$ cat src/rtl/uart_pkg.sv
// Shared UART definitions: frame FSM states, data width, counter sizing.
// Used by both the TX framer and the RX side.
// Pure declarations, no logic.
package uart_pkg;

  typedef enum logic [2:0] {
    IDLE   = 3'd0,
    START  = 3'd1,
    DATA   = 3'd2,
    PARITY = 3'd3,
    STOP   = 3'd4
  } uart_state_t;

  localparam int DATA_BITS = 8;

  // Width of a counter that must hold 0..n-1; never narrower than one bit.
  function automatic int cnt_width(input int n);
    return (n <= 2) ? 1 : $clog2(n);
  endfunction

endpackage

$ cat src/rtl/uart_bit_timer.sv
// Bit-period timer: bit_done pulses for one cycle every CLK_PER_BIT cycles.
// Latency: first pulse CLK_PER_BIT cycles after restart drops.
// No backpressure; restart holds the count at zero.
module uart_bit_timer
  import uart_pkg::*;
#(
  parameter int CLK_PER_BIT = 50
) (
  input  logic clk,
  input  logic rst,
  input  logic restart,
  output logic bit_done
);

  localparam int W = cnt_width(CLK_PER_BIT);
  localparam logic [W-1:0] LAST = W'(CLK_PER_BIT - 1);

  logic [W-1:0] cnt;

  // Count the cycles of one bit, wrapping to zero on every bit boundary.
  always_ff @(posedge clk or posedge rst) begin
    if (rst) begin
      cnt <= '0;
    end else if (restart || cnt == LAST) begin
      cnt <= '0;
    end else begin
      cnt <= cnt + W'(1);
    end
  end

  assign bit_done = !restart && (cnt == LAST);

endmodule

$ cat src/rtl/uart_tx_framer.sv
// UART transmitter: serialises one byte per accept as start, 8 data LSB first, optional parity, stop bit(s).
// Latency: START begins the cycle after accept; frame lasts CLK_PER_BIT*(10+PARITY_EN+STOP_BITS-1) cycles.
// Backpressure: busy (registered) high during a frame or while block is high; new_data while busy is dropped.
module uart_tx_framer
  import uart_pkg::*;
#(
  parameter int CLK_PER_BIT = 50,
  parameter int STOP_BITS   = 1,
  parameter int PARITY_EN   = 0,
  parameter int PARITY_ODD  = 0
) (
  input  logic       clk,
  input  logic       rst,
  input  logic       block,
  input  logic [7:0] data,
  input  logic       new_data,
  output logic       busy,
  output logic       tx
);

  uart_state_t          state;
  logic [DATA_BITS-1:0] shift;
  logic [2:0]           bit_cnt;
  logic                 par;
  logic                 restart;
  logic                 bit_done;

  // The bit timer idles at zero so the first START cycle begins a fresh bit period.
  assign restart = (state == IDLE);

  uart_bit_timer #(
    .CLK_PER_BIT(CLK_PER_BIT)
  ) u_bit_timer (
    .clk      (clk),
    .rst      (rst),
    .restart  (restart),
    .bit_done (bit_done)
  );

  // Frame FSM; tx and busy are loaded with the value for the state being entered.
  always_ff @(posedge clk or posedge rst) begin
    if (rst) begin
      state   <= IDLE;
      tx      <= 1'b1;
      busy    <= 1'b1;
      shift   <= '0;
      bit_cnt <= '0;
      par     <= 1'b0;
    end else begin
      case (state)
        IDLE: begin
          tx      <= 1'b1;
          bit_cnt <= '0;
          if (!busy && new_data) begin
            // Parity is taken from the byte as latched, before any shifting.
            shift <= data;
            par   <= (^data) ^ 1'(PARITY_ODD);
            busy  <= 1'b1;
            tx    <= 1'b0;
            state <= START;
          end else begin
            busy <= block;
          end
        end
        START: begin
          if (bit_done) begin
            tx    <= shift[0];
            state <= DATA;
          end
        end
        DATA: begin
          if (bit_done) begin
            shift <= {1'b0, shift[DATA_BITS-1:1]};
            if (bit_cnt == 3'(DATA_BITS - 1)) begin
              bit_cnt <= '0;
              if (PARITY_EN != 0) begin
                tx    <= par;
                state <= PARITY;
              end else begin
                tx    <= 1'b1;
                state <= STOP;
              end
            end else begin
              bit_cnt <= bit_cnt + 3'd1;
              tx      <= shift[1];
            end
          end
        end
        PARITY: begin
          if (bit_done) begin
            tx    <= 1'b1;
            state <= STOP;
          end
        end
        STOP: begin
          if (bit_done) begin
            if (bit_cnt == 3'(STOP_BITS - 1)) begin
              // busy drops in the first IDLE cycle unless the hold-off is asserted.
              bit_cnt <= '0;
              busy    <= block;
              state   <= IDLE;
            end else begin
              bit_cnt <= bit_cnt + 3'd1;
            end
          end
        end
        default: begin
          tx      <= 1'b1;
          busy    <= 1'b1;
          bit_cnt <= '0;
          state   <= IDLE;
        end
      endcase
    end
  end

endmodule

$ cat config.mk
export PLATFORM = sky130hd
export DESIGN_NAME = uart_tx_framer
export DESIGN_NICKNAME = d
export VERILOG_FILES = /design/src/rtl/uart_pkg.sv /design/src/rtl/uart_bit_timer.sv /design/src/rtl/uart_tx_framer.sv
export SDC_FILE = /design/constraint.sdc
export NUM_CORES = 1
export LEC_CHECK = 0
export BUFFER_PORTS_ARGS = -buffer_cell sky130_fd_sc_hd__buf_2
export CAP_MARGIN = 10
export CORE_MARGIN = 3
export CORE_UTILIZATION = 60
export CTS_CLUSTER_DIAMETER = 60
export CTS_CLUSTER_SIZE = 14
export DETAILED_ROUTE_END_ITERATION = 10
export HOLD_SLACK_MARGIN = 0.1
export PLACE_DENSITY = 0.81
export SKIP_LAST_GASP = 1
export SYNTH_ARGS = -nofsm -noshare
export SYNTH_HDL_FRONTEND = slang
export SYNTH_HIERARCHICAL = 1
export SYNTH_SLANG_ARGS = --single-unit
$ cat constraint.sdc
create_clock -name clk -period 4.8 [get_ports clk]
set_input_delay 0.24 -clock clk [delete_from_list [all_inputs] [get_ports clk]]
set_output_delay 0.24 -clock clk [all_outputs]
set_load 0.005 [all_outputs]
==> impl_metrics.json <==
{
  "status": "finished clean",
  "yosysTopAreaCell": "dfrtp_1",
  "vias": 1018,
  "grt_usage_pct": 20.4,
  "p_leak_nw": 0.610,
  "ir_drop_uv": 211,
  "drt_iter0_markers": 37,
  "grt_pass1_vias": 957,
  "grt_max_degree": 19,
  "critPathBufInv": 2,
  "path_class": "reg2reg",
  "synth_compound_area_share_pct": 19.3,
  "worst-r2r-setup-slack_ps": 2270,
  "grt-ovfl-total": 0,
  "worstMarginPinSlew_ps": 816,
  "post-route-drc-count": 0,
  "synth-edff-count": 0,
  "fin_setup_tns_ps": 0,
  "yosysWarnings": 6,
  "crit_start": "state[0]",
  "fillCellCount": 151,
  "critical_path_depth": 8,
  "yosys_register_bits": 22,
  "finalCritPeriodShare_pct": 52.8,
  "gp_congestion": 0.860,
  "fin_nets": 165,
  "synthArstFlopShare_pct": 100,
  "die_h_um": 52.1,
  "max_slew_margin_pct": 45.4,
  "ctsLongestPathBuffers": 2,
  "rsz0062_at_grt": "no",
  "r2r_end": "tx",
  "clockRootBuffer": "clkbuf_4",
  "io_pins": 14,
  "antenna_found_initial": 0,
  "fin_skew_ps": 3.28,
  "synth.area.top_cells": "dfrtp_1 39%, ha_1 5.9%, mux2i_1 5.5%, nand2_1 4.4%, dfstp_2 4.1%",
  "grt_pass1_wl_um": 4000,
  "cts.repair.resized": 0,
  "clk_pin_slew_ps": 130,
  "path_delay_family": "simple AND/OR/NAND/NOR gates",
  "wl_per_cell_um": 14.5,
  "synth_top_area_share_pct": 39.3,
  "core_um2": 1980,
  "hp-class": "in2reg",
  "ys.flop_type": "dfrtp_1",
  "cp_common_cell": "nor2_1",
  "synth_cell_types": 45,
  "fin_crit_ps": 2530,
  "synth-xor-area-share_pct": 2.06,
  "syn_nets": 152,
  "die_x_um": 52.1,
  "critPathArrivalTime_ps": 2790,
  "cts_tree": "yes",
  "drtAntennaViolNets": 0,
  "wl_met3_um": 85,
  "setup_ws_ps": 2270,
  "whs_path_depth": 2,
  "wl_met2_um": 1310,
  "drv_slew": 0,
  "diodes": 0,
  "postCtsSetupRepairBufs": 0,
  "r2r_start": "state[0]",
  "crit_end": "tx",
  "ys_seq_area_share_pct": 43.5,
  "reg2reg_depth": 8,
  "cap_violations": 0,
  "critical_path.max_fanout": 14,
  "cpPeakStageDelay_ps": 660,
  "synth_most_common_cell": "dfrtp_1",
  "die_area_um2": 2710,
  "hold_viol_final": 0,
  "synthAdderAreaFrac_pct": 5.90,
  "final_area_um2": 1400,
  "syn_inst": 134,
  "syn_area_per_cell_um2": 9.50,
  "setup-violations-final": 0,
  "synth_area_um2": 1270,
  "drive_gt1_share_pct": 19.2,
  "synth_top_family_by_area": "compound AO/OA/AOI/OAI gates",
  "routedLengthMet1_um": 1050,
  "pre_cts_ws_ps": 2380,
  "start_util_pct": 64.2,
  "cp-start-kind": "flop",
  "firstDrtPassIters": 4,
  "cts.htree.levels": 1,
  "postPlaceCellArea_um2": 1330,
  "endpoint_kind": "flop",
  "power.density_nw_per_um2": 250,
  "syn_to_final_growth_pct": 9.64,
  "rows": 16,
  "hpwl_um": 1840,
  "muxShareOfSynthArea_pct": 6.39,
  "vias_per_cell": 5.88,
  "synthSimpleGateAreaFrac_pct": 17.5,
  "synth_top_cells_by_count": "20 x dfrtp_1, 15 x nand2_1, 13 x nor2_1",
  "numCtsBuffers": 3,
  "clk_latency_ps": 310,
  "cp_data_required_time_ps": 5050,
  "cts.sinks": 22,
  "dr.max_layer_used": "met4",
  "wl_um": 2500,
  "crit_chain": "inv_2, nand2_1, nor2_1, nor2_1, inv_1, nor4_1, a21oi_1, o32a_1",
  "max_freq_mhz": 395,
  "portBuffers": 13,
  "slowest_stage": "nor2_1",
  "fin_hold_ws_ps": 166
}
timing repair:
action / 4_1_cts / 5_1_grt
setup endpoints to repair: 0 / 0
hold buffers: 1 / 0
hold endpoints to repair: 20 / 0
layer usage:
metal	GRT usage (%)	vias to the layer above
met3	2.58	8
li1	-	500
met5	0	-
met4	10.9	0
met1	23.7	482
met2	35.8	28
layout by cell type, fill, tap and decap left out, types with 2 or more instances in the layout:
cell and count:
dfrtp_1 20, nand2_1 15, nor2_1 13, buf_2 13, inv_1 7, mux2i_1 7, ha_1 6, a21oi_1 5
o21ai_1 5, a31oi_1 3, o21ai_0 3, o21ai_2 3, o22ai_1 3, clkbuf_4 3, nor3_1 2, nor2b_1 2
a21boi_0 2, nand3_1 2, nand2b_1 2, o2bb2ai_1 2, nand4_1 2, dfstp_2 2, xor2_1 2
metrics by stage:
step	total power [W]	std cells	util, %
2_1_floorplan	0.000201	134	-
3_3_place_gp	0.000208	168	67.2
3_5_place_dp	0.000209	168	67.2
4_1_cts	0.000350	173	70.4
5_1_grt	0.000360	173	70.4
6_report	0.000349	173	70.4
power by group:
part / internal, W / switching (W)
clock network: 0.0000844 / 0.0000589
registers: 0.000188 / 0.00000185
logic: 0.00000692 / 0.00000833
cell type report:
cell class,count,area (µm²),share of cell area [%]
Multi-Input combinational cell,98,651,46.6
Sequential cell,22,553,39.6
Timing Repair Buffer,14,75.1,5.38
Tap cell,27,33.8,2.42
Clock inverter,1,30.0,2.15
Inverter,8,30.0,2.15
Clock buffer,3,22.5,1.61
worst reg2reg max path: cells and delay by family, from the launching register on:
| kind | cells | cell delay (ps) |
|---|---|---|
| simple gates | 4 | 1100 |
| compound gates | 2 | 410 |
| buf+inv | 2 | 320 |
| flops | 1 | 650 |
flip-flops by register name, summed over array words and instances, names as in the netlist:
| name | cells |
|---|---|
| state | 3 |
| u_bit_timer/cnt | 6 |
| bit_cnt | 3 |
| busy | 1 |
| tx | 1 |
| shift | 8 |
how the worst min path moves through the flow:
stage	startpoint	to	slack, ps
after global routing	data[7]	shift[7]	160
final	data[7]	shift[7]	170
after floorplan	rst	u_bit_timer/cnt[0]	30
after detailed placement	rst	u_bit_timer/cnt[0]	170
after CTS	data[7]	shift[7]	160
after global placement	rst	u_bit_timer/cnt[0]	160
cell families (layout without fill, tap and decap cells):
kind of cell / Yosys count / count (layout)
and+or+nand+nor: 45 / 45
adders and majority gates: 6 / 6
DFF: 22 / 22
xor gates and xnor gates: 3 / 3
AOI/OAI and AO/OA: 36 / 36
muxes: 8 / 8
buffers and inverters: 14 / 26
Power figures use the tool's default switching activity.
